### src/rtl/uart_pkg.sv
// Shared constants for the UART receive path and a saturating-increment helper
// used by the drop counter of the AXI4-Stream bridge.
package uart_pkg;

    // Default byte width; has to match the UART receiver.
    localparam int UART_DATA_BITS = 8;

    // Default byte that marks the end of a packet when TLAST generation is built in.
    localparam logic [7:0] UART_TERM_CHAR = 8'h0D;

    // Width of the dropped-byte counter.
    localparam int DROP_CNT_W = 8;

    // Increment that sticks at the all-ones value instead of wrapping.
    function automatic logic [DROP_CNT_W-1:0] sat_inc(input logic [DROP_CNT_W-1:0] value);
        logic [DROP_CNT_W-1:0] result;
        if (value == {DROP_CNT_W{1'b1}}) begin
            result = value;
        end else begin
            result = value + DROP_CNT_W'(1);
        end
        return result;
    endfunction

endpackage

### src/rtl/sync_fifo.sv
// Single-clock FIFO with wrap-bit pointers and a registered occupancy count.
// push/pop are qualified by the parent: pop is never issued when empty, and push
// when full is only issued together with a pop, which frees the slot being written.
module sync_fifo #(
    parameter int WIDTH = 8,
    parameter int DEPTH = 16
) (
    input  logic                     clk,
    input  logic                     rst_n,
    input  logic                     push,
    input  logic [WIDTH-1:0]         push_data,
    input  logic                     pop,
    output logic [WIDTH-1:0]         pop_data,
    output logic                     empty,
    output logic                     full,
    output logic [$clog2(DEPTH):0]   level
);

    localparam int AW = $clog2(DEPTH);
    localparam int PW = AW + 1;

    logic [WIDTH-1:0] mem_r [DEPTH];
    logic [PW-1:0]    wr_ptr_r;
    logic [PW-1:0]    rd_ptr_r;
    logic [PW-1:0]    wr_ptr_nxt_s;
    logic [PW-1:0]    rd_ptr_nxt_s;
    logic [PW-1:0]    level_r;

    // Next pointer values; the wrap bit rolls over with the address bits.
    always_comb begin
        wr_ptr_nxt_s = wr_ptr_r;
        rd_ptr_nxt_s = rd_ptr_r;
        if (push) begin
            wr_ptr_nxt_s = wr_ptr_r + PW'(1);
        end else begin
            wr_ptr_nxt_s = wr_ptr_r;
        end
        if (pop) begin
            rd_ptr_nxt_s = rd_ptr_r + PW'(1);
        end else begin
            rd_ptr_nxt_s = rd_ptr_r;
        end
    end

    // Pointer and occupancy registers; level tracks wr_ptr - rd_ptr after every edge.
    always_ff @(posedge clk or negedge rst_n) begin
        if (!rst_n) begin
            wr_ptr_r <= {PW{1'b0}};
            rd_ptr_r <= {PW{1'b0}};
            level_r  <= {PW{1'b0}};
        end else begin
            wr_ptr_r <= wr_ptr_nxt_s;
            rd_ptr_r <= rd_ptr_nxt_s;
            level_r  <= wr_ptr_nxt_s - rd_ptr_nxt_s;
        end
    end

    // Storage write; contents need no reset because empty masks them.
    always_ff @(posedge clk) begin
        if (push) begin
            mem_r[wr_ptr_r[AW-1:0]] <= push_data;
        end
    end

    assign pop_data = mem_r[rd_ptr_r[AW-1:0]];
    assign empty    = (wr_ptr_r == rd_ptr_r);
    assign full     = (wr_ptr_r[AW-1:0] == rd_ptr_r[AW-1:0]) && (wr_ptr_r[AW] != rd_ptr_r[AW]);
    assign level    = level_r;

endmodule

### src/rtl/uart_rx_axis_bridge.sv
// UART receiver to AXI4-Stream bridge. Buffers the un-throttleable rx byte strobe
// in a DEPTH-entry FIFO, drops and counts bytes that arrive while it is full.
// Optional feature macro: UART_AXIS_TLAST_EN -- when defined, each entry carries a
// tlast bit set when the byte equals TERM_CHAR; otherwise m_axis_tlast is 0.
module uart_rx_axis_bridge
    import uart_pkg::*;
#(
    parameter int                   DATA_BITS = UART_DATA_BITS,
    parameter int                   DEPTH     = 16,
    parameter logic [DATA_BITS-1:0] TERM_CHAR = DATA_BITS'(UART_TERM_CHAR)
) (
    input  logic                     clk,
    input  logic                     rst_n,
    input  logic [DATA_BITS-1:0]     rx_data,
    input  logic                     rx_valid,
    output logic [DATA_BITS-1:0]     m_axis_tdata,
    output logic                     m_axis_tvalid,
    input  logic                     m_axis_tready,
    output logic                     m_axis_tlast,
    input  logic                     ovf_clr,
    output logic                     ovf_flag,
    output logic [DROP_CNT_W-1:0]    drop_cnt,
    output logic [$clog2(DEPTH):0]   fill_level
);

`ifdef UART_AXIS_TLAST_EN
    localparam int ENTRY_W = DATA_BITS + 1;
`else
    localparam int ENTRY_W = DATA_BITS;
`endif

    logic                  fifo_empty_s;
    logic                  fifo_full_s;
    logic                  push_s;
    logic                  pop_s;
    logic                  ovf_s;
    logic [ENTRY_W-1:0]    wr_entry_s;
    logic [ENTRY_W-1:0]    rd_entry_s;
    logic                  ovf_flag_r;
    logic [DROP_CNT_W-1:0] drop_cnt_r;

    // A pop happens whenever the consumer takes the head byte. A push is accepted
    // when there is room, or when a same-cycle pop makes room in a full FIFO.
    assign pop_s  = !fifo_empty_s && m_axis_tready;
    assign push_s = rx_valid && (!fifo_full_s || pop_s);
    assign ovf_s  = rx_valid && fifo_full_s && !pop_s;

    sync_fifo #(
        .WIDTH (ENTRY_W),
        .DEPTH (DEPTH)
    ) u_fifo (
        .clk       (clk),
        .rst_n     (rst_n),
        .push      (push_s),
        .push_data (wr_entry_s),
        .pop       (pop_s),
        .pop_data  (rd_entry_s),
        .empty     (fifo_empty_s),
        .full      (fifo_full_s),
        .level     (fill_level)
    );

`ifdef UART_AXIS_TLAST_EN
    // Packet-end marker is evaluated once, at push, and travels with its byte.
    always_comb begin
        wr_entry_s = {(rx_data == TERM_CHAR), rx_data};
    end

    // Head entry drives the stream; masked to zero while nothing is buffered.
    always_comb begin
        m_axis_tdata = {DATA_BITS{1'b0}};
        m_axis_tlast = 1'b0;
        if (!fifo_empty_s) begin
            m_axis_tdata = rd_entry_s[DATA_BITS-1:0];
            m_axis_tlast = rd_entry_s[DATA_BITS];
        end else begin
            m_axis_tdata = {DATA_BITS{1'b0}};
            m_axis_tlast = 1'b0;
        end
    end
`else
    logic unused_term_s;

    // Entries hold the bare byte; the terminator compare is kept only as a sink.
    always_comb begin
        wr_entry_s    = rx_data;
        unused_term_s = (rx_data == TERM_CHAR);
    end

    // Head entry drives the stream; masked to zero while nothing is buffered.
    always_comb begin
        m_axis_tdata = {DATA_BITS{1'b0}};
        m_axis_tlast = 1'b0;
        if (!fifo_empty_s) begin
            m_axis_tdata = rd_entry_s;
        end else begin
            m_axis_tdata = {DATA_BITS{1'b0}};
        end
    end
`endif

    assign m_axis_tvalid = !fifo_empty_s;

    // Overflow bookkeeping; a drop in the same cycle as a clear wins and leaves count 1.
    always_ff @(posedge clk or negedge rst_n) begin
        if (!rst_n) begin
            ovf_flag_r <= 1'b0;
            drop_cnt_r <= {DROP_CNT_W{1'b0}};
        end else if (ovf_s) begin
            ovf_flag_r <= 1'b1;
            if (ovf_clr) begin
                drop_cnt_r <= DROP_CNT_W'(1);
            end else begin
                drop_cnt_r <= sat_inc(drop_cnt_r);
            end
        end else if (ovf_clr) begin
            ovf_flag_r <= 1'b0;
            drop_cnt_r <= {DROP_CNT_W{1'b0}};
        end else begin
            ovf_flag_r <= ovf_flag_r;
            drop_cnt_r <= drop_cnt_r;
        end
    end

    assign ovf_flag = ovf_flag_r;
    assign drop_cnt = drop_cnt_r;

endmodule

### config.mk
export PLATFORM = sky130hd
export DESIGN_NAME = uart_rx_axis_bridge
export DESIGN_NICKNAME = d
export VERILOG_FILES = /design/src/rtl/uart_pkg.sv /design/src/rtl/sync_fifo.sv /design/src/rtl/uart_rx_axis_bridge.sv
export SDC_FILE = /design/constraint.sdc
export NUM_CORES = 1
export LEC_CHECK = 0
export CAP_MARGIN = 25
export CELL_PAD_IN_SITES_DETAIL_PLACEMENT = 1
export CELL_PAD_IN_SITES_GLOBAL_PLACEMENT = 1
export CORE_MARGIN = 5
export CORE_UTILIZATION = 35
export DETAILED_ROUTE_END_ITERATION = 16
export PLACE_DENSITY = 0.69
export SLEW_MARGIN = 20
export SYNTH_ARGS = -nofsm -noshare
export SYNTH_HDL_FRONTEND = slang
export SYNTH_SLANG_ARGS = --single-unit
### constraint.sdc
create_clock -name clk -period 8.6 [get_ports clk]
set_input_delay 0.86 -clock clk [delete_from_list [all_inputs] [get_ports clk]]
set_output_delay 0.86 -clock clk [all_outputs]
set_load 0.01 [all_outputs]
After elaboration in Yosys (flattened, before gate mapping) --
Memories as Yosys holds them, arrays and structs flattened. Cells that the tools add are included.
Operators by class: add/subtract/negate cells 4, equality and inequality tests 5, mux-type cells 11, reduce and logical (&&, ||, !) cells 11
Operators by type and width (count):
- 8-bit two-way mux | 5
- 5-bit by 1-bit adder with 5-bit output (second input constant) | 2
- 5-bit two-way mux | 2
- 8-bit by 1-bit adder with 8-bit output (second input constant) | 1
- 8-bit equality test (second input constant) | 1
- 5-bit equality test | 1
- 1-bit logical AND | 5
- 5-bit subtractor | 1
- 4-bit equality test | 1
- 1-bit two-way mux | 4
- 1-bit logical NOT | 3
- 2-bit inequality test (second input constant) | 1
- 2-bit AND reduction | 1
- 2-bit nonzero test | 1
- 1-bit logical OR | 1
- 1-bit inequality test | 1
Word-level totals: bits in registers 24, RAM bits 128, input port bits 13, output and inout bits 24, word-level logic and storage cells 37, memories 1
Memory list:
- u_fifo.mem_r | depth 16, width 8, read ports 1, clocked after memory_dff 0, wr ports 1, line sync_fifo.sv:22 | logic [WIDTH-1:0] mem_r [DEPTH];

Logic depth before layout (Yosys ltp) --
Gate-level depths: netlist of the first run.
word-level depth 7, depth in mapped cells 16, depth with buffers taken out 14

By module --
A second synthesis of the first run with hierarchy kept.
Unflattened totals: cells, all modules 362, area, all modules 6511.2 sq um
Modules (own cells, without submodules):
- sync_fifo | times used 1, cells each 295, area each 5860.6 sq um, seq. area each 4219.0 sq um
- uart_rx_axis_bridge | times used 1, cells each 67, area each 650.6 sq um, seq. area each 225.2 sq um

Least setup slack after synthesis of the first run --
No wires, ideal clock.
path type flip-flop to flip-flop, start point register u_fifo.rd_ptr_r[1], end point register u_fifo.level_r[4], in the netlist u_fifo.level[4], library setup time 0.081 ns, arrival 3.221 ns, required time 8.519 ns, slack 5.298 ns, stages on the path, launching flop included 17, buffers on the path 2, clock period less this slack 3.302 ns, cells stage by stage dfrtp_1 -> buf_4 -> xor2_1 -> nor4_4 -> and2_0 -> buf_2 -> inv_2 -> nand2_1 -> xnor2_1 -> ha_1 -> inv_1 -> fa_1 -> nand3_1 -> and2_1 -> o221ai_1 -> nor3_1 -> xnor2_1
On the way: elaborated cells on any way between the ends 12, classes of those cells 2 x add/sub; 2 x eq/ne; 2 x mux; 6 x reduce/logical
RTL lines:
- start, declared | line sync_fifo.sv:24 | logic [PW-1:0] rd_ptr_r;
- start signal, assigned | line sync_fifo.sv:49 | rd_ptr_r <= {PW{1'b0}};
- start signal, assigned | line sync_fifo.sv:53 | rd_ptr_r <= rd_ptr_nxt_s;
- 5-bit equality test | line sync_fifo.sv:66 | assign empty = (wr_ptr_r == rd_ptr_r);
- 1-bit logical NOT
- net m_axis_tvalid | line uart_rx_axis_bridge.sv:17 | output logic m_axis_tvalid,
- 1-bit logical AND | line uart_rx_axis_bridge.sv:44 | assign pop_s = !fifo_empty_s && m_axis_tready;
- 5-bit two-way mux | line sync_fifo.sv:38 | if (pop) begin
- net u_fifo.rd_ptr_nxt_s[0] | line sync_fifo.sv:26 | logic [PW-1:0] rd_ptr_nxt_s;
- 5-bit subtractor | line sync_fifo.sv:54 | level_r <= wr_ptr_nxt_s - rd_ptr_nxt_s;
- end signal, assigned | line sync_fifo.sv:50 | level_r <= {PW{1'b0}};
- end signal, assigned | line sync_fifo.sv:54
- end, declared | line sync_fifo.sv:27 | logic [PW-1:0] level_r;
The timed path passes the listed nets, and every way through them passes these cells. A chain may end at the register's enable or synchronous reset.

Final worst setup path of the first run --
start point register u_fifo.rd_ptr_r[3], end point register u_fifo.level_r[4], in the netlist u_fifo.level[4]
On the way: elaborated cells on any way between the ends 12, classes of those cells 2 x add/sub; 2 x eq/ne; 2 x mux; 6 x reduce/logical
RTL lines (line):
- 5-bit equality test | sync_fifo.sv:66
- 1-bit logical NOT | uart_rx_axis_bridge.sv:44
- 1-bit logical AND | uart_rx_axis_bridge.sv:44
- 5-bit two-way mux | sync_fifo.sv:38
- net u_fifo.rd_ptr_nxt_s[0] | sync_fifo.sv:26
- 5-bit subtractor | sync_fifo.sv:54
The timed path passes the listed nets, and every way through them passes these cells.

==> run_results.csv, run 1 <==
group,metric,value,unit
floorplan,die_h,145,um
worst_setup_path,rr_startpoint,"u_fifo.rd_ptr_r[3]$_DFF_PN0_",
worst_setup_path,worstPathMaxFanout,10,
worst_setup_path,end_kind,"flip-flop",
clock_network,clk-insertion-delay-late,410,ps
min_path,worstHoldEndpoint,"ovf_flag$_DFFE_PN0P_",
final_layout,utilization,0.420,
yosys,synth_seq_cells,152,
yosys,synth.yosys.seq_area_share,0.700,
yosys,netlist_area,0.00635,mm2
timing,fin_worst_skew,7.28,ps
timing,finalCritPeriodShare,0.496,
yosys,yosysMostFrequentCell,"edfxtp_1",
yosys,ys_top_cells_by_count,"edfxtp_1, mux4_2, dfrtp_1, a21oi_1, a22oi_1",
clock_network,cts_resized,0,
pwr,finalPower,2.65,mW
grt,busiest_layer,"met2",
worst_setup_path,reg2reg_depth,14,
place,gp_congestion,0.764,
drt,routed_via_density,5.22,
timing,slew_violations,0,
floorplan,initial_utilization,0.355,
worst_setup_path,worstPathCellList,"xor2_1 -> nor4_4 -> and2_0 -> inv_2 -> nand2_1 -> xnor2_1 -> ha_1 -> inv_1 -> fa_1 -> nand3_1 -> and2_1 -> o221ai_1 -> nor3_1 -> xnor2_1",
clock_network,cts_made_buffers,17,
grt,grt_pass1_wl,22200,um
yosys,synthCells,366,
place,dp_cells,617,
worst_setup_path,slowest_delay,740,ps
worst_setup_path,crit_top_cell,"xnor2_1",
place,io_buffers,35,
timing,whs,538,ps
floorplan,io_pins,37,
drt,first_iter_violations,161,
drt,postRouteAntennaNets,0,
yosys,syn_nets,390,
clock_network,htreeDepth,4,
grt,antenna_found_initial,0,
clock_network,postCtsHoldBufs,0,
yosys,syn_avg_cell_area,17.4,um2
timing,worst_pin_slew,975,ps
worst_setup_path,timing.rr.end,"u_fifo.level[4]$_DFF_PN0_",
timing,slew_headroom,0.347,
worst_setup_path,critPathSlowestCell,"and2_0",
timing,clock.fmax,0.235,GHz
drt,drc_errors,0,
status,status,"finished clean",
drt,drt_first_pass_iters,4,
clock_network,path_clk_slew,60,ps
grt,met3_usage,0.0306,
yosys,ys_types,45,
worst_setup_path,required,8940,ps
final_layout,fin_nets,431,
drt,drt_wl_total,14000,um
grt,grt_max_degree,37,
worst_setup_path,setup.worst_path.start_class,"flip-flop",
timing,rsz0062_at_grt,"false",
yosys,ys_warn_count,0,
grt,gr-usage-met2,0.242,
job,cap_violations,0,
floorplan,core,0.0179,mm2
yosys,synth_area_leaders,"edfxtp_1, mux4_2, dfrtp_1",
grt,grt_pass1_vias,3819,
grt,grt_remaining_overflow,0,
final_layout,n_antenna_cell,0,
floorplan,dieArea,0.0209,mm2
floorplan,num_rows,49,
place,placed_area,0.00694,mm2
timing,period_needed,4260,ps
clock_network,cts-root-buf,"clkbuf_16",
pwr,p_per_area,352,mW/mm2
clock_network,cts_max_path_buffers,2,
drt,wire_per_inst,21.6,um
timing,finalHoldViolations,0,
yosys,synth.top_cell.area_share,0.605,
yosys,synth_area_leader_cell,"edfxtp_1",
min_path,hold_start,"ovf_flag$_DFFE_PN0P_",
grt,grt_use_met1,0.185,
drt,via_count,3385,
place,dpl.hpwl,9190,um
yosys,synth_edf_count,128,
min_path,min_path_type,"flip-flop to flip-flop",
worst_setup_path,path_buf_inv,2,
timing,tns,0,ps
timing,setup_ws,4340,ps
final_layout,layout-drive-gt1-share,0.176,
final_layout,fillCellCount,1755,
yosys,ys_async_sr_fraction,0.158,
pwr,power_leakage,2.49,nW
worst_setup_path,reg2reg_slack,4340,ps
worst_setup_path,crit_arrival,4600,ps
grt,track_usage,0.143,
final_layout,area_growth,18.5,%
place,pre_cts_ws,4390,ps
timing,setup_viol,0,
pwr,ir_drop,0.182,mV
clock_network,cts_tree,"done",
yosys,synth_flop_cell,"edfxtp_1",
floorplan,die_x,145,um
worst_setup_path,cp_top_family,"simple AND/OR/NAND/NOR gates",
min_path,hold-path-cell-count,2,
clock_network,post_cts_buffers,0,
final_layout,final_cells,649,
clock_network,clkSinkCount,152,
worst_setup_path,worstSetupPathType,"flip-flop to flip-flop",
final_layout,stdcell_area,0.00753,mm2
## worst min-delay path: cells and delay by family (launching register included)
kind,cells,cell delay (ps)
buffers and inverters,1,50
DFF,1,370
AOI/OAI and AO/OA,1,70
## kinds of logic (layout without fill, tap and decap cells)
kind of cell	Yosys count	in the layout	synth area share
flops	152	152	0.700
simple gates	68	68	0.0595
compound gates	51	51	0.0512
mux	35	35	0.118
buf+inv	31	85	0.0232
xor+xnor	17	17	0.0246
fa+ha+maj	11	11	0.0228
other cells	1	1	0.000590
## how the worst max path moves through the flow
stage,depth (start not counted),slack [ps],endpoint,from
after detailed placement,14,4390,u_fifo.level[4]$_DFF_PN0_,u_fifo.rd_ptr_r[3]$_DFF_PN0_
final,14,4340,u_fifo.level[4]$_DFF_PN0_,u_fifo.rd_ptr_r[3]$_DFF_PN0_
after CTS,14,4390,u_fifo.level[4]$_DFF_PN0_,u_fifo.rd_ptr_r[3]$_DFF_PN0_
after global routing,14,3970,u_fifo.level[4]$_DFF_PN0_,u_fifo.rd_ptr_r[3]$_DFF_PN0_
after global placement,14,4610,u_fifo.level[4]$_DFF_PN0_,u_fifo.wr_ptr_r[3]$_DFF_PN0_
after floorplan,16,5300,u_fifo.level[4]$_DFF_PN0_,u_fifo.rd_ptr_r[1]$_DFF_PN0_
## registers in the layout (all words and copies together) (netlist names)
signal and count:
u_fifo.rd_ptr_r 5, u_fifo.level 5, ovf_flag 1, drop_cnt 8
u_fifo.mem_r 128, u_fifo.wr_ptr_r 5
## where the power goes
group	internal, mW	switching, mW
logic	0.434	0.502
registers	0.906	0.0748
clock network	0.452	0.284
## final cells by class
cell class	count	area (um2)	share of cell area
timing repair buffer	43	410	0.0545
clock inverter	14	158	0.0209
tap	229	287	0.0381
inverter	10	37.5	0.00499
clock buffer	18	429	0.0570
sequential	152	4450	0.591
multi-input combinational	183	1760	0.234
## cell usage in the layout (no fill, tap or decap), types with 5 or more instances in the layout
cell | Yosys | layout
xor2_1 | 7 | 7
nor3_1 | 5 | 5
nand2_1 | 11 | 11
ha_1 | 10 | 10
edfxtp_1 | 128 | 128
xnor2_1 | 9 | 9
clkbuf_16 | 0 | 17
o21ai_0 | 6 | 6
mux4_2 | 32 | 32
buf_4 | 2 | 8
clkdlybuf4s50_1 | 0 | 35
dfrtp_1 | 24 | 23
inv_1 | 9 | 9
nand3_1 | 7 | 7
a21oi_1 | 19 | 19
nor2_1 | 15 | 15
nand4_1 | 6 | 6
a22oi_1 | 16 | 16
## per-layer routing
| layer | share of wire | vias up |
|---|---|---|
| met2 | 0.52 | 62 |
| met3 | 0.030 | 15 |
| met4 | 0.015 | 0 |
| met1 | 0.44 | 1780 |
| met5 | 0 | - |
| li1 | - | 1528 |
Power figures use the tool's default switching activity.
==> run 2: changes to the inputs <==
Settings changed: PLACE_DENSITY 0.69 to 0.71.
Clock period 8.6 ns to 3.7 ns, I/O delays scaled along.
==> run 2 against run 1 <==
Compared with the run above: critical path depth fell by 1; combinational power rose by 140%; design area rose by 1.2%; clock skew rose by 2.6 ps; sequential power rose by 130%; largest power group is now combinational cells; highest routed layer unchanged.
==> run_results.csv, run 2 (same netlist as run 1, synthesis figures left out) <==
group,metric,value,unit
clock_network,cts_resized,0,
worst_setup_path,critPathSlowestCell,"dfrtp_1",
final_layout,area_growth,19.9,%
status,status,"finished clean",
clock_network,clkSinkCount,152,
drt,postRouteAntennaNets,0,
grt,grt_remaining_overflow,0,
worst_setup_path,worstSetupPathType,"flip-flop to flip-flop",
final_layout,fin_nets,444,
place,dp_cells,630,
drt,drt_first_pass_iters,4,
final_layout,mostFrequentLayoutCells,"edfxtp_1, clkdlybuf4s50_1, mux4_2",
drt,via_count,3438,
place,dpl.hpwl,9100,um
worst_setup_path,worstPathCellList,"xor2_1 -> nor4_4 -> buf_4 -> a21boi_1 -> buf_4 -> nand2_1 -> xnor2_1 -> ha_1 -> a21oi_1 -> and2_1 -> o221ai_1 -> nor3_1 -> xnor2_1",
clock_network,clk-insertion-delay-late,420,ps
timing,whs,318,ps
drt,first_iter_violations,147,
grt,grt_max_degree,37,
pwr,internal-power,4.21,mW
drt,wire_per_inst,21.2,um
final_layout,stdcell_area,0.00762,mm2
floorplan,die_x,145,um
clock_network,cts_max_path_buffers,2,
worst_setup_path,setup.worst_path.start_class,"flip-flop",
place,io_buffers,35,
worst_setup_path,crit_arrival,3700,ps
clock_network,postCtsHoldBufs,0,
grt,gr-usage-met2,0.240,
timing,fin_worst_skew,9.88,ps
worst_setup_path,required,4040,ps
timing,slew_headroom,0.363,
final_layout,n_antenna_cell,0,
timing,slew_violations,0,
timing,setup_ws,345,ps
clock_network,post_cts_buffers,0,
floorplan,die_h,145,um
pwr,ir_drop,0.536,mV
grt,grt_use_met1,0.178,
drt,routed_via_density,5.20,
worst_setup_path,cp_top_family,"compound AO/OA/AOI/OAI gates",
drt,drc_errors,0,
timing,finalCritPeriodShare,0.907,
grt,antenna_found_initial,0,
place,placed_area,0.00704,mm2
grt,met3_usage,0.0450,
timing,period_needed,3350,ps
pwr,switching_power,1.99,mW
pwr,power.share.sequential,0.360,
floorplan,dieArea,0.0209,mm2
final_layout,fillCellCount,1764,
grt,grt_pass1_vias,3824,
clock_network,htreeDepth,4,
worst_setup_path,path_buf_inv,2,
floorplan,initial_utilization,0.355,
place,gp_congestion,0.767,
pwr,clockPowerShare,0.275,
floorplan,core,0.0179,mm2
final_layout,layout-drive-gt1-share,0.197,
final_layout,layout_commonest_cell,"edfxtp_1",
worst_setup_path,worstPathMaxFanout,11,
floorplan,io_pins,37,
pwr,combPwrFrac,0.365,
clock_network,path_clk_slew,60,ps
min_path,min_path_type,"input pin to asynchronous set/reset pin",
timing,tns,0,ps
timing,worst_pin_slew,952,ps
job,cap_violations,0,
timing,clock.fmax,0.298,GHz
grt,track_usage,0.143,
worst_setup_path,end_kind,"flip-flop",
grt,grt_pass1_wl,21900,um
final_layout,final_cells,661,
timing,rsz0062_at_grt,"false",
timing,finalHoldViolations,0,
worst_setup_path,slowest_delay,560,ps
timing,setup_viol,0,
clock_network,cts_tree,"done",
floorplan,num_rows,49,
clock_network,cts-root-buf,"clkbuf_16",
pwr,power_leakage,2.56,nW
clock_network,cts_made_buffers,17,
grt,busiest_layer,"met2",
drt,drt_wl_total,14000,um
final_layout,largest_reg_flops,128,
place,pre_cts_ws,313,ps
pwr,p_sw_frac,0.321,
pwr,p_per_area,814,mW/mm2
[run 2: cell types whose count changed in the layout (fill, tap and decap cells not counted), sizes merged]
| cell | delta |
|---|---|
| buf | +13 |
| clkbuf | -1 |
| clkinvlp | -2 |
| inv | +2 |
[run 2: power groups by stage]
stage / Clock, mW / Combinational [mW] / Sequential, mW
CTS: 1.75 / 2.32 / 2.23
global placement: 0 / 2.23 / 2.25
detailed placement: 0 / 2.29 / 2.26
floorplan: 0 / 1.53 / 2.21
global route: 1.83 / 2.47 / 2.26
finish: 1.71 / 2.26 / 2.23
[run 2: layer usage]
metal,share of wire,up-vias
met4,0.013,0
met5,0,-
li1,-,1553
met3,0.048,14
met2,0.51,85
met1,0.43,1786
[run 2: layout make-up]
cell class | count | area, um2 | area share
Clock buffer | 17 | 425 | 0.0558
Clock inverter | 14 | 154 | 0.0202
Inverter | 10 | 37.5 | 0.00493
Multi-Input combinational cell | 183 | 1760 | 0.231
Sequential cell | 152 | 4450 | 0.584
Tap cell | 229 | 287 | 0.0376
Timing Repair Buffer | 56 | 508 | 0.0667
[run 2: stage by stage]
step / total power, mW / utilization
2_1_floorplan: 3.74 / -
3_3_place_gp: 4.48 / 0.393
3_5_place_dp: 4.55 / 0.393
4_1_cts: 6.30 / 0.425
5_1_grt: 6.55 / 0.425
6_report: 6.20 / 0.425
[run 2: path summary, 6_finish.rpt]
| kind | startpoint | to | slack, ps | cells past startpoint |
|---|---|---|---|---|
| setup reg to reg | u_fifo.wr_ptr_r[2]$_DFF_PN0_ | u_fifo.level[4]$_DFF_PN0_ | 350 | 13 |
| max in group asynchronous | rst_n | u_fifo.rd_ptr_r[0]$_DFF_PN0_ | 3100 | 2 |
| min in group clk | ovf_flag$_DFFE_PN0P_ | ovf_flag$_DFFE_PN0P_ | 530 | 2 |
| setup / recovery | u_fifo.wr_ptr_r[2]$_DFF_PN0_ | u_fifo.level[4]$_DFF_PN0_ | 350 | 13 |
| hold / removal | rst_n | drop_cnt[1]$_DFFE_PN0P_ | 320 | 2 |
| hold reg to reg | ovf_flag$_DFFE_PN0P_ | ovf_flag$_DFFE_PN0P_ | 530 | 2 |
